--- src/rtl/fb_arbiter_if.sv ---
// Display/host request bundle shared between fb_arbiter and its two clients.
interface fb_arbiter_if #(
  parameter int unsigned ADDR_W = 15,
  parameter int unsigned DATA_W = 6
);
  logic              disp_req;
  logic [ADDR_W-1:0] disp_addr;
  logic              disp_grant;
  logic              disp_valid;
  logic [DATA_W-1:0] disp_data;
  logic              host_valid;
  logic [ADDR_W-1:0] host_addr;
  logic [DATA_W-1:0] host_data;
  logic              host_ready;
  logic              host_starve;

  modport master (
    output disp_req, disp_addr, host_valid, host_addr, host_data,
    input  disp_grant, disp_valid, disp_data, host_ready, host_starve
  );

  modport slave (
    input  disp_req, disp_addr, host_valid, host_addr, host_data,
    output disp_grant, disp_valid, disp_data, host_ready, host_starve
  );
endinterface

--- src/rtl/fb_arbiter.sv ---
// Frame-buffer RAM arbiter: display reads win during active video, host writes win in blanking.
// Optional grant/accept statistics counters are enabled by defining FB_ARBITER_STATS_EN.
module fb_arbiter #(
  parameter int unsigned ADDR_W       = 15,
  parameter int unsigned DATA_W       = 6,
  parameter int unsigned STARVE_LIMIT = 64
) (
  input  logic              clk,
  input  logic              rst_n,
  input  logic              blank,
  input  logic              frame_start,
  fb_arbiter_if.slave       bus,
  output logic              mem_en,
  output logic              mem_we,
  output logic [ADDR_W-1:0] mem_addr,
  output logic [DATA_W-1:0] mem_wdata,
  input  logic [DATA_W-1:0] mem_rdata
`ifdef FB_ARBITER_STATS_EN
  ,
  output logic [15:0]       disp_cnt,
  output logic [15:0]       host_cnt
`endif
);

  logic              disp_grant;
  logic              host_ready;
  logic              host_accept;

  logic              mem_en_q;
  logic              mem_we_q;
  logic [ADDR_W-1:0] mem_addr_q;
  logic [DATA_W-1:0] mem_wdata_q;
  logic [1:0]        rd_pipe_q;
  logic              disp_valid_q;
  logic [DATA_W-1:0] disp_data_q;

  logic              wait_inc;
  logic [7:0]        wait_d, wait_q;
  logic              starve_set;
  logic              starve_d, starve_q;

  // Priority flips with blank; both grants are purely combinational so the switch costs no cycle.
  always_comb begin
    disp_grant = 1'b0;
    host_ready = 1'b0;
    if (blank) begin
      host_ready = bus.host_valid;
      disp_grant = bus.disp_req & ~bus.host_valid;
    end else begin
      disp_grant = bus.disp_req;
      host_ready = bus.host_valid & ~bus.disp_req;
    end
  end

  assign host_accept = bus.host_valid & host_ready;

  always_ff @(posedge clk or negedge rst_n) begin
    if (!rst_n) begin
      mem_en_q     <= 1'b0;
      mem_we_q     <= 1'b0;
      mem_addr_q   <= '0;
      mem_wdata_q  <= '0;
      rd_pipe_q    <= '0;
      disp_valid_q <= 1'b0;
      disp_data_q  <= '0;
    end else begin
      mem_en_q  <= disp_grant | host_accept;
      mem_we_q  <= host_accept;
      if (host_accept) begin
        mem_addr_q  <= bus.host_addr;
        mem_wdata_q <= bus.host_data;
      end else if (disp_grant) begin
        mem_addr_q  <= bus.disp_addr;
      end
      // Stage 0: address on RAM, stage 1: RAM data out, then registered to the display.
      rd_pipe_q    <= {rd_pipe_q[0], disp_grant};
      disp_valid_q <= rd_pipe_q[1];
      if (rd_pipe_q[1]) begin
        disp_data_q <= mem_rdata;
      end
    end
  end

  always_comb begin
    wait_inc = bus.host_valid & ~host_ready;
    wait_d   = 8'd0;
    if (wait_inc) begin
      wait_d = (wait_q == 8'hFF) ? wait_q : wait_q + 8'd1;
    end
    // Set only on the cycle the count steps onto the limit, so frame_start can clear it.
    starve_set = wait_inc && (wait_q != 8'hFF) && ((32'(wait_q) + 32'd1) == STARVE_LIMIT);
    starve_d   = starve_set | (starve_q & ~frame_start);
  end

  always_ff @(posedge clk or negedge rst_n) begin
    if (!rst_n) begin
      wait_q   <= 8'd0;
      starve_q <= 1'b0;
    end else begin
      wait_q   <= wait_d;
      starve_q <= starve_d;
    end
  end

`ifdef FB_ARBITER_STATS_EN
  logic [15:0] disp_cnt_d, disp_cnt_q;
  logic [15:0] host_cnt_d, host_cnt_q;

  always_comb begin
    disp_cnt_d = disp_cnt_q;
    host_cnt_d = host_cnt_q;
    if (frame_start) begin
      disp_cnt_d = {15'd0, disp_grant};
      host_cnt_d = {15'd0, host_accept};
    end else begin
      if (disp_grant && disp_cnt_q != 16'hFFFF) disp_cnt_d = disp_cnt_q + 16'd1;
      if (host_accept && host_cnt_q != 16'hFFFF) host_cnt_d = host_cnt_q + 16'd1;
    end
  end

  always_ff @(posedge clk or negedge rst_n) begin
    if (!rst_n) begin
      disp_cnt_q <= 16'd0;
      host_cnt_q <= 16'd0;
    end else begin
      disp_cnt_q <= disp_cnt_d;
      host_cnt_q <= host_cnt_d;
    end
  end

  assign disp_cnt = disp_cnt_q;
  assign host_cnt = host_cnt_q;
`endif

  assign bus.disp_grant  = disp_grant;
  assign bus.host_ready  = host_ready;
  assign bus.disp_valid  = disp_valid_q;
  assign bus.disp_data   = disp_data_q;
  assign bus.host_starve = starve_q;
  assign mem_en          = mem_en_q;
  assign mem_we          = mem_we_q;
  assign mem_addr        = mem_addr_q;
  assign mem_wdata       = mem_wdata_q;

endmodule

--- src/flat_wrapper.sv ---
// flat-port wrapper written by rule: the top's interface ports become plain ports
module fb_arbiter_flat 
#(
  parameter int unsigned ADDR_W       = 15,
  parameter int unsigned DATA_W       = 6,
  parameter int unsigned STARVE_LIMIT = 64
)
  (clk, rst_n, blank, frame_start, mem_en, mem_we, mem_addr, mem_wdata, mem_rdata, bus_disp_req, bus_disp_addr, bus_host_valid, bus_host_addr, bus_host_data, bus_disp_grant, bus_disp_valid, bus_disp_data, bus_host_ready, bus_host_starve);
  fb_arbiter_if #(.ADDR_W(ADDR_W), .DATA_W(DATA_W)) bus_i ();
  input  logic clk;
  input  logic rst_n;
  input  logic blank;
  input  logic frame_start;
  output logic mem_en;
  output logic mem_we;
  output logic [ADDR_W-1:0] mem_addr;
  output logic [DATA_W-1:0] mem_wdata;
  input  logic [DATA_W-1:0] mem_rdata;
  input wire logic [$bits(bus_i.disp_req)-1:0] bus_disp_req;
  input wire logic [$bits(bus_i.disp_addr)-1:0] bus_disp_addr;
  input wire logic [$bits(bus_i.host_valid)-1:0] bus_host_valid;
  input wire logic [$bits(bus_i.host_addr)-1:0] bus_host_addr;
  input wire logic [$bits(bus_i.host_data)-1:0] bus_host_data;
  output wire logic [$bits(bus_i.disp_grant)-1:0] bus_disp_grant;
  output wire logic [$bits(bus_i.disp_valid)-1:0] bus_disp_valid;
  output wire logic [$bits(bus_i.disp_data)-1:0] bus_disp_data;
  output wire logic [$bits(bus_i.host_ready)-1:0] bus_host_ready;
  output wire logic [$bits(bus_i.host_starve)-1:0] bus_host_starve;
  assign bus_i.disp_req = bus_disp_req;
  assign bus_i.disp_addr = bus_disp_addr;
  assign bus_i.host_valid = bus_host_valid;
  assign bus_i.host_addr = bus_host_addr;
  assign bus_i.host_data = bus_host_data;
  assign bus_disp_grant = bus_i.disp_grant;
  assign bus_disp_valid = bus_i.disp_valid;
  assign bus_disp_data = bus_i.disp_data;
  assign bus_host_ready = bus_i.host_ready;
  assign bus_host_starve = bus_i.host_starve;
  fb_arbiter #(.ADDR_W(ADDR_W), .DATA_W(DATA_W), .STARVE_LIMIT(STARVE_LIMIT)) u_core (.clk(clk), .rst_n(rst_n), .blank(blank), .frame_start(frame_start), .bus(bus_i), .mem_en(mem_en), .mem_we(mem_we), .mem_addr(mem_addr), .mem_wdata(mem_wdata), .mem_rdata(mem_rdata));
endmodule
--- config.mk ---
export PLATFORM = sky130hd
export DESIGN_NAME = fb_arbiter_flat
export DESIGN_NICKNAME = d
export VERILOG_FILES = /design/src/rtl/fb_arbiter_if.sv /design/src/rtl/fb_arbiter.sv /design/src/flat_wrapper.sv
export SDC_FILE = /design/constraint.sdc
export NUM_CORES = 1
export LEC_CHECK = 0
export ABC_AREA = 1
export ABC_CLOCK_PERIOD_IN_PS = 1500
export CAP_MARGIN = 40
export CORE_MARGIN = 3
export CORE_UTILIZATION = 37
export CTS_CLUSTER_DIAMETER = 40
export DETAILED_ROUTE_END_ITERATION = 12
export PLACE_DENSITY = 0.71
export SLEW_MARGIN = 40
export SYNTH_ARGS = -nofsm -noshare
export SYNTH_HDL_FRONTEND = slang
export SYNTH_SLANG_ARGS = --single-unit
--- constraint.sdc ---
create_clock -name clk -period 1.5 [get_ports clk]
set_input_delay 0.15 -clock clk [delete_from_list [all_inputs] [get_ports clk]]
set_output_delay 0.15 -clock clk [all_outputs]
set_load 0.02 [all_outputs]
==> results of run 1 <==
==> worst reg2reg max path: cells and delay by family, from the launching register on <==
family          cells  cell delay [ps]
buf+inv             2              240
compound gates      1              110
fa+ha+maj           1              200
simple gates        3              330
flops               1              400
==> sequential cells by signal, indices dropped and copies added, names as in the netlist <==
register                count
u_core.bus.disp_valid       1
u_core.mem_addr            15
u_core.mem_wdata            6
u_core.bus.host_starve      1
u_core.mem_we               1
u_core.rd_pipe_q            2
u_core.wait_q               8
u_core.bus.disp_data        6
u_core.mem_en               1
==> logic make-up (layout without fill, tap and decap cells) <==
kind of cell | after synthesis | count (layout) | share of synthesized area, %
compound gates | 26 | 26 | 7.99
fa+ha+maj | 1 | 1 | 0.660
simple gates | 99 | 99 | 23.6
buf+inv | 19 | 107 | 5.21
xor+xnor | 1 | 1 | 0.462
mux | 12 | 12 | 7.92
flops | 41 | 41 | 54.1
==> synth_stat cells <==
master     n
inv_2      1
buf_4      1
buf_6      2
o21ai_4    1
o21ai_2    1
xnor2_1    1
inv_1      9
mux2_2     8
nand2_2    1
buf_2      3
clkbuf_1   2
nand2_1   65
nand3_2    1
nor2_4     1
nand2_4    2
nor2_8     1
dfrtp_1   41
nand3_1   23
mux2_4     4
ha_1       1
a31oi_1    3
o21ai_0   19
a21oi_1    1
o21bai_1   1
inv_6      1
nor2_1     5
==> power by group <==
group	internal [uW]	leakage [uW]	total (uW)	switching, uW
combinational	374	0.000766	689	315
clock	498	0.0000543	882	385
sequential	1200	0.000503	1260	55.2
total	2080	0.00132	2830	755
==> final cells by class <==
| class | count | share of cell area (%) |
|---|---|---|
| sequential | 41 | 35.3 |
| clock buffer | 5 | 2.36 |
| multi-input combinational | 139 | 26.5 |
| tap | 67 | 2.88 |
| inverter | 11 | 1.59 |
| timing repair buffer | 88 | 29.8 |
| clock inverter | 3 | 1.59 |
==> routing by layer <==
layer / GRT usage (%) / routed length [um] / vias to the layer above
li1: - / - / 825
met1: 18.1 / 1840 / 725
met2: 24.4 / 2020 / 61
met3: 5.80 / 388 / 4
met4: 6.94 / 50 / 0
met5: 0 / 0 / -
==> metrics by stage <==
| step | util (%) | power (uW) | setup slack, ps | setup TNS, ps |
|---|---|---|---|---|
| floorplan | - | 1590 | 323 | 0 |
| global route | 60.0 | 2980 | 8.41 | 0 |
| global placement | 57.5 | 1970 | -218 | -1890 |
| CTS | 60.0 | 2870 | 39.3 | 0 |
| detailed placement | 57.5 | 1980 | -198 | -2140 |
| finish | 60.0 | 2830 | 59.7 | 0 |
==> worst max-delay path by stage <==
stage,from,endpoint,slack (ps)
after floorplan,u_core.wait_q[0]$_DFFE_PN0P_,u_core.wait_q[6]$_DFFE_PN0P_,320
after global placement,bus_host_valid,bus_host_ready,-220
after detailed placement,bus_host_valid,bus_host_ready,-200
after CTS,u_core.mem_addr[14]$_DFFE_PN0P_,mem_addr[14],40
after global routing,u_core.mem_addr[14]$_DFFE_PN0P_,mem_addr[14],8
final,u_core.mem_addr[14]$_DFFE_PN0P_,mem_addr[14],60
==> repair_timing <==
| item | CTS | global route |
|---|---|---|
| endpoints found under the hold margin | 41 | 0 |
| hold buffers | 1 | 0 |
| endpoints found under the setup margin | 2 | 0 |
| gates resized for setup | 2 | 0 |
==> metrics list, run 1 <==
- Fin. Hold Viols: 0
- Pwr Density: between 900 and 1000 nW/um^2
- Clock insertion delay at the later pin of the skew report: 290 ps
* Combined area of all synthesized cells: 1900 sq um
- After synthesis, the largest area contributor takes up between 50% and 60% of total cell area.
* Worst min-delay path class: flop to flop
- Number of placement rows: 25
- Endpoint of the worst hold-timing path: u_core.rd_pipe_q[1]$_DFF_PN0_
- The floorplan step set the die width to 77.6 um.
- Between clock sinks in the finished design, the worst skew comes to 2.05 ps.
- The core region is 4850 sq um.
- CTS tree: yes
* Post-route cell area: 2910 sq um
- Synth-to-layout area growth: 53.5%
* Commonest non-fill, non-tap cells in the layout: clkdlybuf4s50_1, nand2_1, dfrtp_1, nand3_1, o21ai_0
* Ant. Diodes: 0
- In the post-synthesis netlist, the biggest area contributors are dfrtp_1, nand2_1, nand3_1.
- The number of cells on the worst reg-to-reg path is 7.
- Largest fanout of any net on the critical path: 2
- Number of warnings printed during yosys synthesis: 0
* Total instance count after detailed placement: 345
- Worst path cell trace: clkdlybuf4s50_1
- Worst max-slew margin expressed relative to the limit: approximately two thirds
- Total count of max-transition violations in the final report: 0
- Synthesis handed over a netlist of 199 instances.
- For this configuration, the core starts out at a cell density of 39.1%.
- Startpoint of the worst register-to-register path: u_core.wait_q[1]$_DFFE_PN0P_
* Maximum resistive drop on vdd: around 0.44 mV
- The run finished with clean final reports.
* Setup repair after global routing missed its margin: no
- Leading cell type in the layout, fill and taps excluded: clkdlybuf4s50_1
- The routed layout has 1,615 vias.
* Hold_sp: u_core.rd_pipe_q[0]$_DFF_PN0_
* Number of cells in the finished layout apart from fillers: 354
- TritonCTS sink count: 41
* Sequential cell area: 1030 sq um
- Synthesis instantiated 26 different standard cells from the library.
- Slew at the pin closest to its max-slew limit: roughly 510 ps
- The kind of cell with the highest combined delay along the critical path is buffers and inverters.
* Clock H-tree levels: 2
- In this run the register-to-register setup slack is 160 ps.
* Clock transition at path regs: 80 ps
- Share of synthesized area occupied by flip-flops and latches: 54.1%
- The initial antenna violation count was 0.
* Fin nets: 335
- Crit Path Category: flop to primary output
* Via count of the first global-routing pass: 1,577
* Half-perimeter wire length after placement: 3290 um
* Kind of launch point of the worst setup path: flop
- Detailed Route WL: 4300 um
* Final antenna-violating net count: 0
- Leakage dissipation: ~0.0013 uW
- Cell Area, Placed: 2790 sq um
- Dividing the detail-routed via count by the number of cells gives 4.56.
* Total of fill cells in the finished design: 427
* Final Hold Slack: approximately 350 ps
- Once the clock tree was built, the setup fixing pass inserted 0 buffers.
* Required @ worst endpoint: 1350 ps
- Summed over all instances, the cell type with the most area after synthesis is dfrtp_1.
* Net count of the mapped netlist: 248
- STA classifies the critical path endpoint as a primary output.
- Multi-input gate area: slightly below 800 sq um
- Final number of setup-violating endpoints: 0
- Critical-path top delay cell: clkdlybuf4s50_1
- Final cycle utilization of the critical path: 96.0%
* Iter 0 DRT Violations: roughly 100
- The clock passes through at most 2 buffers.
* Count of buffers inserted at the top-level ports: 80
- Across the run, the number of max-cap violations was 0.
* Y dimension of the die: 77.6 um
* CTS Root Buffer Type: clkbuf_8
- First-pass GRT wire length: slightly above 7000 um
- Flip-flop and latch count after synthesis: 41
- Global routing consumed, over all layers together, 15.2% of the routing resources.
* TritonRoute pass-1 iters: 4
- Entering global routing, the biggest net connects 42 pins.
- Average wire per standard cell: 12.1 um
- The die covers 6020 sq um.
* Highest clock rate: roughly 0.7 GHz
- Routability-driven placement finished with a final weighted congestion of ~0.80.
- Of the cells placed in the final design, the portion with a size suffix greater than 1 is about an eighth.
- I/O pins: 81
- The worst register-to-register path ends at u_core.wait_q[0]$_DFFE_PN0P_.
* Drc violations: 0
- For this run, the slowest stage of the critical path takes 620 ps.
* Overflow left after global routing: 0
- STA puts the critical path data arrival time at 1290 ps.
- Buf+Inv Stages, Crit Path: 1
* CTS Buf Count: 5
* Number of gates on the worst path with buffers counted: 1
* Fin crit period: 1440 ps
* Instance count along the most critical hold path: 0
- Synth Area per Inst: ~9.5 sq um
(Power assumes the default switching activity.)
==> inputs of run 2 (changes only) <==
--- a/config.mk
+++ b/config.mk
@@ -17,3 +17,4 @@
 export SYNTH_ARGS = -nofsm -noshare
 export SYNTH_HDL_FRONTEND = slang
 export SYNTH_SLANG_ARGS = --single-unit
+export TNS_END_PERCENT = 100
==> results of run 2 <==
The final DEF is identical to that of run 1; final timing and power are the same.
